$ cat config.mk
export PLATFORM = sky130hd
export DESIGN_NAME = inv_line_receiver
export DESIGN_NICKNAME = d
export VERILOG_FILES = /design/src/rtl/inv_line_receiver.sv
export SDC_FILE = /design/constraint.sdc
export NUM_CORES = 1
export LEC_CHECK = 0
export ABC_AREA = 1
export CAP_MARGIN = 25
export CORE_AREA = 2 2 39 41
export DETAILED_ROUTE_END_ITERATION = 6
export DIE_AREA = 0 0 41 43
export PLACE_DENSITY = 0.82
export SYNTH_ARGS = -nofsm -noshare
export SYNTH_HDL_FRONTEND = slang
export SYNTH_SLANG_ARGS = --single-unit
$ cat constraint.sdc
create_clock -name clk -period 3.7 [get_ports clk]
set_input_delay 0.74 -clock clk [delete_from_list [all_inputs] [get_ports clk]]
set_output_delay 0.74 -clock clk [all_outputs]
set_load 0.01 [all_outputs]
$ cat src/rtl/inv_line_receiver.sv
// Debounced receiver for an inverted (active-low) asynchronous line: synchronizer, debounce FSM, edge strobes.
// Optional rejected-transition counter enabled by defining GLITCH_COUNT_EN.
module inv_line_receiver #(
    parameter int unsigned SYNC_STAGES     = 2,
    parameter int unsigned DEBOUNCE_CYCLES = 4
) (
    input  logic       clk,
    input  logic       rst,
    input  logic       line_n,
    output logic       level,
    output logic       rise_pulse,
    output logic       fall_pulse
`ifdef GLITCH_COUNT_EN
    ,
    output logic [7:0] glitch_count
`endif
);

    typedef enum logic [1:0] {LOW, RISE_CHK, HIGH, FALL_CHK} state_e;

    localparam logic [7:0] CNT_LAST = 8'(DEBOUNCE_CYCLES - 1);

    logic [SYNC_STAGES-1:0] sync_q, sync_d;
    state_e                 state_q, state_d;
    logic [7:0]             cnt_q, cnt_d;
    logic                   level_q, level_d;
    logic                   rise_q, rise_d;
    logic                   fall_q, fall_d;
    logic                   s;

    always_comb begin
        sync_d = {sync_q[SYNC_STAGES-2:0], line_n};
        s      = ~sync_q[SYNC_STAGES-1];
    end

    always_comb begin
        state_d = state_q;
        cnt_d   = cnt_q;
        case (state_q)
            LOW: begin
                if (s) begin
                    state_d = RISE_CHK;
                    cnt_d   = 8'd1;
                end
            end
            RISE_CHK: begin
                if (!s) begin
                    state_d = LOW;
                    cnt_d   = '0;
                end else if (cnt_q == CNT_LAST) begin
                    state_d = HIGH;
                    cnt_d   = '0;
                end else begin
                    cnt_d = cnt_q + 8'd1;
                end
            end
            HIGH: begin
                if (!s) begin
                    state_d = FALL_CHK;
                    cnt_d   = 8'd1;
                end
            end
            FALL_CHK: begin
                if (s) begin
                    state_d = HIGH;
                    cnt_d   = '0;
                end else if (cnt_q == CNT_LAST) begin
                    state_d = LOW;
                    cnt_d   = '0;
                end else begin
                    cnt_d = cnt_q + 8'd1;
                end
            end
            default: begin
                state_d = LOW;
                cnt_d   = '0;
            end
        endcase
        // Outputs are registered from the next state so they move on the accepting edge itself.
        level_d = (state_d == HIGH) || (state_d == FALL_CHK);
        rise_d  = (state_q == RISE_CHK) && (state_d == HIGH);
        fall_d  = (state_q == FALL_CHK) && (state_d == LOW);
    end

    always_ff @(posedge clk) begin
        if (rst) begin
            sync_q  <= '1;
            state_q <= LOW;
            cnt_q   <= '0;
            level_q <= 1'b0;
            rise_q  <= 1'b0;
            fall_q  <= 1'b0;
        end else begin
            sync_q  <= sync_d;
            state_q <= state_d;
            cnt_q   <= cnt_d;
            level_q <= level_d;
            rise_q  <= rise_d;
            fall_q  <= fall_d;
        end
    end

    assign level      = level_q;
    assign rise_pulse = rise_q;
    assign fall_pulse = fall_q;

`ifdef GLITCH_COUNT_EN
    logic       reject;
    logic [7:0] glitch_q, glitch_d;

    always_comb begin
        reject   = ((state_q == RISE_CHK) && !s) || ((state_q == FALL_CHK) && s);
        glitch_d = (reject && (glitch_q != 8'hFF)) ? glitch_q + 8'd1 : glitch_q;
    end

    always_ff @(posedge clk) begin
        if (rst) begin
            glitch_q <= '0;
        end else begin
            glitch_q <= glitch_d;
        end
    end

    assign glitch_count = glitch_q;
`endif

endmodule

# Yosys cells after proc, flatten, opt, wreduce, memory -nomap -nowiden
# Cells that the tools add are included.
[op_classes]
order_cmp = 0
reduce_logical = 6
n_addsub = 1
mux = 13
n_mul = 0
div = 0
shifts = 0
n_bitwise = 0
eq_ne = 8
[ops]
columns = ["operator", "count"]
rows = [
  ["$mux W8", 5],
  ["$pmux W8 S4", 1],
  ["$mux W2", 6],
  ["$add A8 B1 Y8 const B", 1],
  ["$eq A2 B2 Y1 const B", 4],
  ["$eq A8 B2 Y1 const B", 1],
  ["$pmux W2 S4", 1],
  ["$logic_not A2 Y1", 2],
  ["$ne A2 B2 Y1 const B", 2],
  ["$eq A2 B1 Y1 const B", 1],
  ["$logic_and A1 B1 Y1", 2],
  ["$reduce_and A2 Y1", 1],
  ["$logic_or A1 B1 Y1", 1],
]
[totals]
elab_cells = 34
ram_bits = 0
register_bits = 15
n_memories = 0
in_bits = 3
latchBits = 0
out_inout_bits = 3
mem_bits_ro = 0

# Longest topological paths before layout
[depth]
depth_word = 6
mapped_depth = 8
ltp_nobuf = 7

# Worst setup path before layout
# No wires, ideal clock.
[synth_timing]
kind = "register -> register"
start = "register cnt_q[0]"
end = "register cnt_q[6]"
path_slack_ps = 2488
t_required_ps = 3586
period_less_slack_ps = 1212
n_path_buf = 0
setup_ps = 114
arrival_time_ps = 1098
stages_incl_launch_ff = 7
cell_sequence = "dfxtp_1 > ha_1 > inv_1 > nor3_2 > nand3_2 > nand3_2 > nor2_1"
[synth_via]
elab_chain_cells = 4
elab_cells_between_ends = 6
classes_between = "1 x add/sub; 1 x eq/ne; 4 x mux"
[synth_lines]
columns = ["item", "line_no", "source"]
rows = [
  ["start: declaration", "25", "logic [7:0] cnt_q, cnt_d;"],
  ["start signal: assignment", "96", "cnt_q <= cnt_d;"],
  ["$add A8 B1 Y8 / $eq A8 B2 Y1 (equally long branches)", "-", ""],
  ["$mux W8 *", "50, 67", ""],
  ["$mux W8, on equally long branches", "64, 47", ""],
  ["$pmux W8 S4 *", "39", "case (state_q)"],
]
# Every way passes the cells marked *; elsewhere a longest branch is shown, timed or not.
# A chain may end at the register's enable or synchronous reset.

==> impl_metrics.env <==
export IMPL_setup_tns_ns=0
export IMPL_hold_viol_final=0
export IMPL_cts_root_buffer="clkbuf_4"
export IMPL_path_class="reg -> out"
export IMPL_fmax_ghz=0.507
export IMPL_ctsResizeCount=0
export IMPL_num_vias=604
export IMPL_stdcell_area_um2=785
export IMPL_diodes=0
export IMPL_tightest_slew_ns=0.263
export IMPL_insertion_delay_ns=0.27
export IMPL_ys_ff_latch=14
export IMPL_final_nets=115
export IMPL_required_ns=2.96
export IMPL_grt_util_all_layers=0.155
export IMPL_final_cell_mix="nand2_1 (35), dfxtp_1 (14), inv_1 (12), nor2_1 (11), nand3_1 (7)"
export IMPL_maxCapViolCount=0
export IMPL_yosysWarnings=0
export IMPL_path_cells="clkdlybuf4s50_1"
export IMPL_path_buf_inv=1
export IMPL_cts_made_buffers=3
export IMPL_drc=0
export IMPL_max_stage_delay_ns=0.56
export IMPL_path_clk_slew_ns=0.08
export IMPL_clock_sinks=14
export IMPL_yosysSeqAreaShare=0.407
export IMPL_cts_tree="yes"
export IMPL_synth_avg_cell_area_um2=6.76
export IMPL_drv_slew=0
export IMPL_drive_gt1_frac=0.145
export IMPL_run_status="completed"
export IMPL_routabilityCongestion=0.806
export IMPL_synth_area_um2=689
export IMPL_mostFrequentLayoutCell="nand2_1"
export IMPL_io_pins=6
export IMPL_die_x_um=41
export IMPL_viasPerCell=4.79
export IMPL_crit_path_start_kind="flop"
export IMPL_peakVddDrop_uv=275
export IMPL_crit_slowest_cell="clkdlybuf4s50_1"
export IMPL_cts_setup_buffers=0
export IMPL_cp_top_family="buffers and inverters"
export IMPL_synth_cells=102
export IMPL_detail_route_antenna_nets=0
export IMPL_worst_clock_skew_ns=0.00662
export IMPL_dieArea_um2=1760
export IMPL_holdBufCountCts=0
export IMPL_rsz0062_at_grt="false"
export IMPL_worstHoldPathType="reg -> reg"
export IMPL_period_share=0.533
export IMPL_crit_arrival_ns=1.23
export IMPL_cp_end_kind="primary output"
export IMPL_start_util=0.498
export IMPL_syn_num_nets=106
export IMPL_antenna_found_initial=0
export IMPL_critical_path_max_fanout=5
export IMPL_wl_per_cell_um=9.26
export IMPL_core_area_um2=1380
export IMPL_cts_path_max_buffers=2
export IMPL_grt_ovfl_total=0
export IMPL_die_height_um=43
export IMPL_maxSlewHeadroom=0.824
export IMPL_routed_wl_um=1170
export IMPL_dp_hpwl_um=915
export IMPL_p_per_area_nw_per_um2=348
export IMPL_drtIter0Drc=13
export IMPL_htree_levels=1
export IMPL_std_cell_rows=14
export IMPL_io_buffers=5
export IMPL_grt_max_degree=13
export IMPL_p_leak_nw=0.352
export IMPL_grt_pass1_vias=479
export IMPL_setup_viol=0
export IMPL_synth_distinct_cells=17
export IMPL_dpl_worst_slack_ns=1.99
export IMPL_fin_crit_ns=1.97
export IMPL_dr_pass1_iters=4
export IMPL_grt_pass1_wl_um=1830
export IMPL_placed_area_um2=748
export IMPL_worst_slack_ns=1.73
export IMPL_area_delta_synth_final_pct=13.8
==> logic make-up (layout without fill, tap and decap cells) <==
| logic type | after synthesis | count (layout) | synth area share |
|---|---|---|---|
| adder cells (fa/ha/maj) | 1 | 1 | 0.0181 |
| flip-flops | 14 | 14 | 0.407 |
| buffers and inverters | 16 | 24 | 0.0980 |
| AND/OR/NAND/NOR | 68 | 68 | 0.456 |
| AO/OA/AOI/OAI | 3 | 3 | 0.0218 |
==> synthesized netlist by cell type <==
| cell | instances | area [um2] |
|---|---|---|
| dfxtp_1 | 14 | 280 |
| nor3_1 | 2 | 10.0 |
| buf_6 | 1 | 11.3 |
| nand4_1 | 4 | 25.0 |
| or2_2 | 2 | 12.5 |
| inv_1 | 12 | 45.0 |
| ha_1 | 1 | 12.5 |
| nand3_1 | 7 | 35.0 |
| nor2_2 | 2 | 12.5 |
| o21ai_0 | 1 | 5.00 |
| nand2_2 | 1 | 6.26 |
| nand3_2 | 3 | 30.0 |
| a21oi_1 | 2 | 10.0 |
| nand2_1 | 35 | 131 |
| nor2_1 | 11 | 41.3 |
| nor3_2 | 1 | 10.0 |
| inv_2 | 3 | 11.3 |
==> stage by stage <==
step                total power, mW  hold WS, ns   util  cells
finish                        0.273        0.421  0.567    126
global route                  0.288        0.431  0.567    126
CTS                           0.276        0.424  0.567    126
detailed placement            0.171        0.403  0.541    122
global placement              0.171        0.402  0.541    122
floorplan                     0.167        0.389      -    102
==> path summary, 6_finish.rpt <==
| kind | depth (start not counted) | slack (ns) | to | from |
|---|---|---|---|---|
| max | 1 | 1.73 | level | state_q[1]$_SDFF_PP0_ |
| min | 1 | 0.42 | sync_q[1]$_SDFF_PP1_ | sync_q[0]$_SDFF_PP1_ |
| max reg2reg | 6 | 2.31 | cnt_q[6]$_SDFFE_PP0P_ | cnt_q[0]$_SDFFE_PP0P_ |
| min reg2reg | 1 | 0.42 | sync_q[1]$_SDFF_PP1_ | sync_q[0]$_SDFF_PP1_ |
==> sequential cells by signal, summed over array words and instances, names as in the netlist <==
name        flops
sync_q          2
rise_pulse      1
fall_pulse      1
state_q         2
cnt_q           8
==> power breakdown <==
| group | total (mW) | internal, mW | switching [mW] | leakage, nW |
|---|---|---|---|---|
| Combinational | 0.0130 | 0.00526 | 0.00775 | 0.218 |
| Clock | 0.105 | 0.0598 | 0.0456 | 0.0210 |
| Sequential | 0.154 | 0.152 | 0.00180 | 0.113 |
==> area by class of cell <==
| class | count | area [um2] |
|---|---|---|
| Clock buffer | 4 | 36.3 |
| Fill cell | 138 | 599 |
| Inverter | 15 | 56.3 |
| Multi-Input combinational cell | 72 | 342 |
| Sequential cell | 14 | 280 |
| Tap cell | 16 | 20.0 |
| Timing Repair Buffer | 5 | 50.0 |
==> layer usage <==
layer  track usage  up-vias  part of all wire
met2         0.225        7              0.46
met1         0.195      259              0.49
met4         0.100        0             0.019
li1              -      334                 -
met3        0.0366        4             0.027
met5             0        -                 0
No activity file was read; power rests on OpenSTA's default activity.
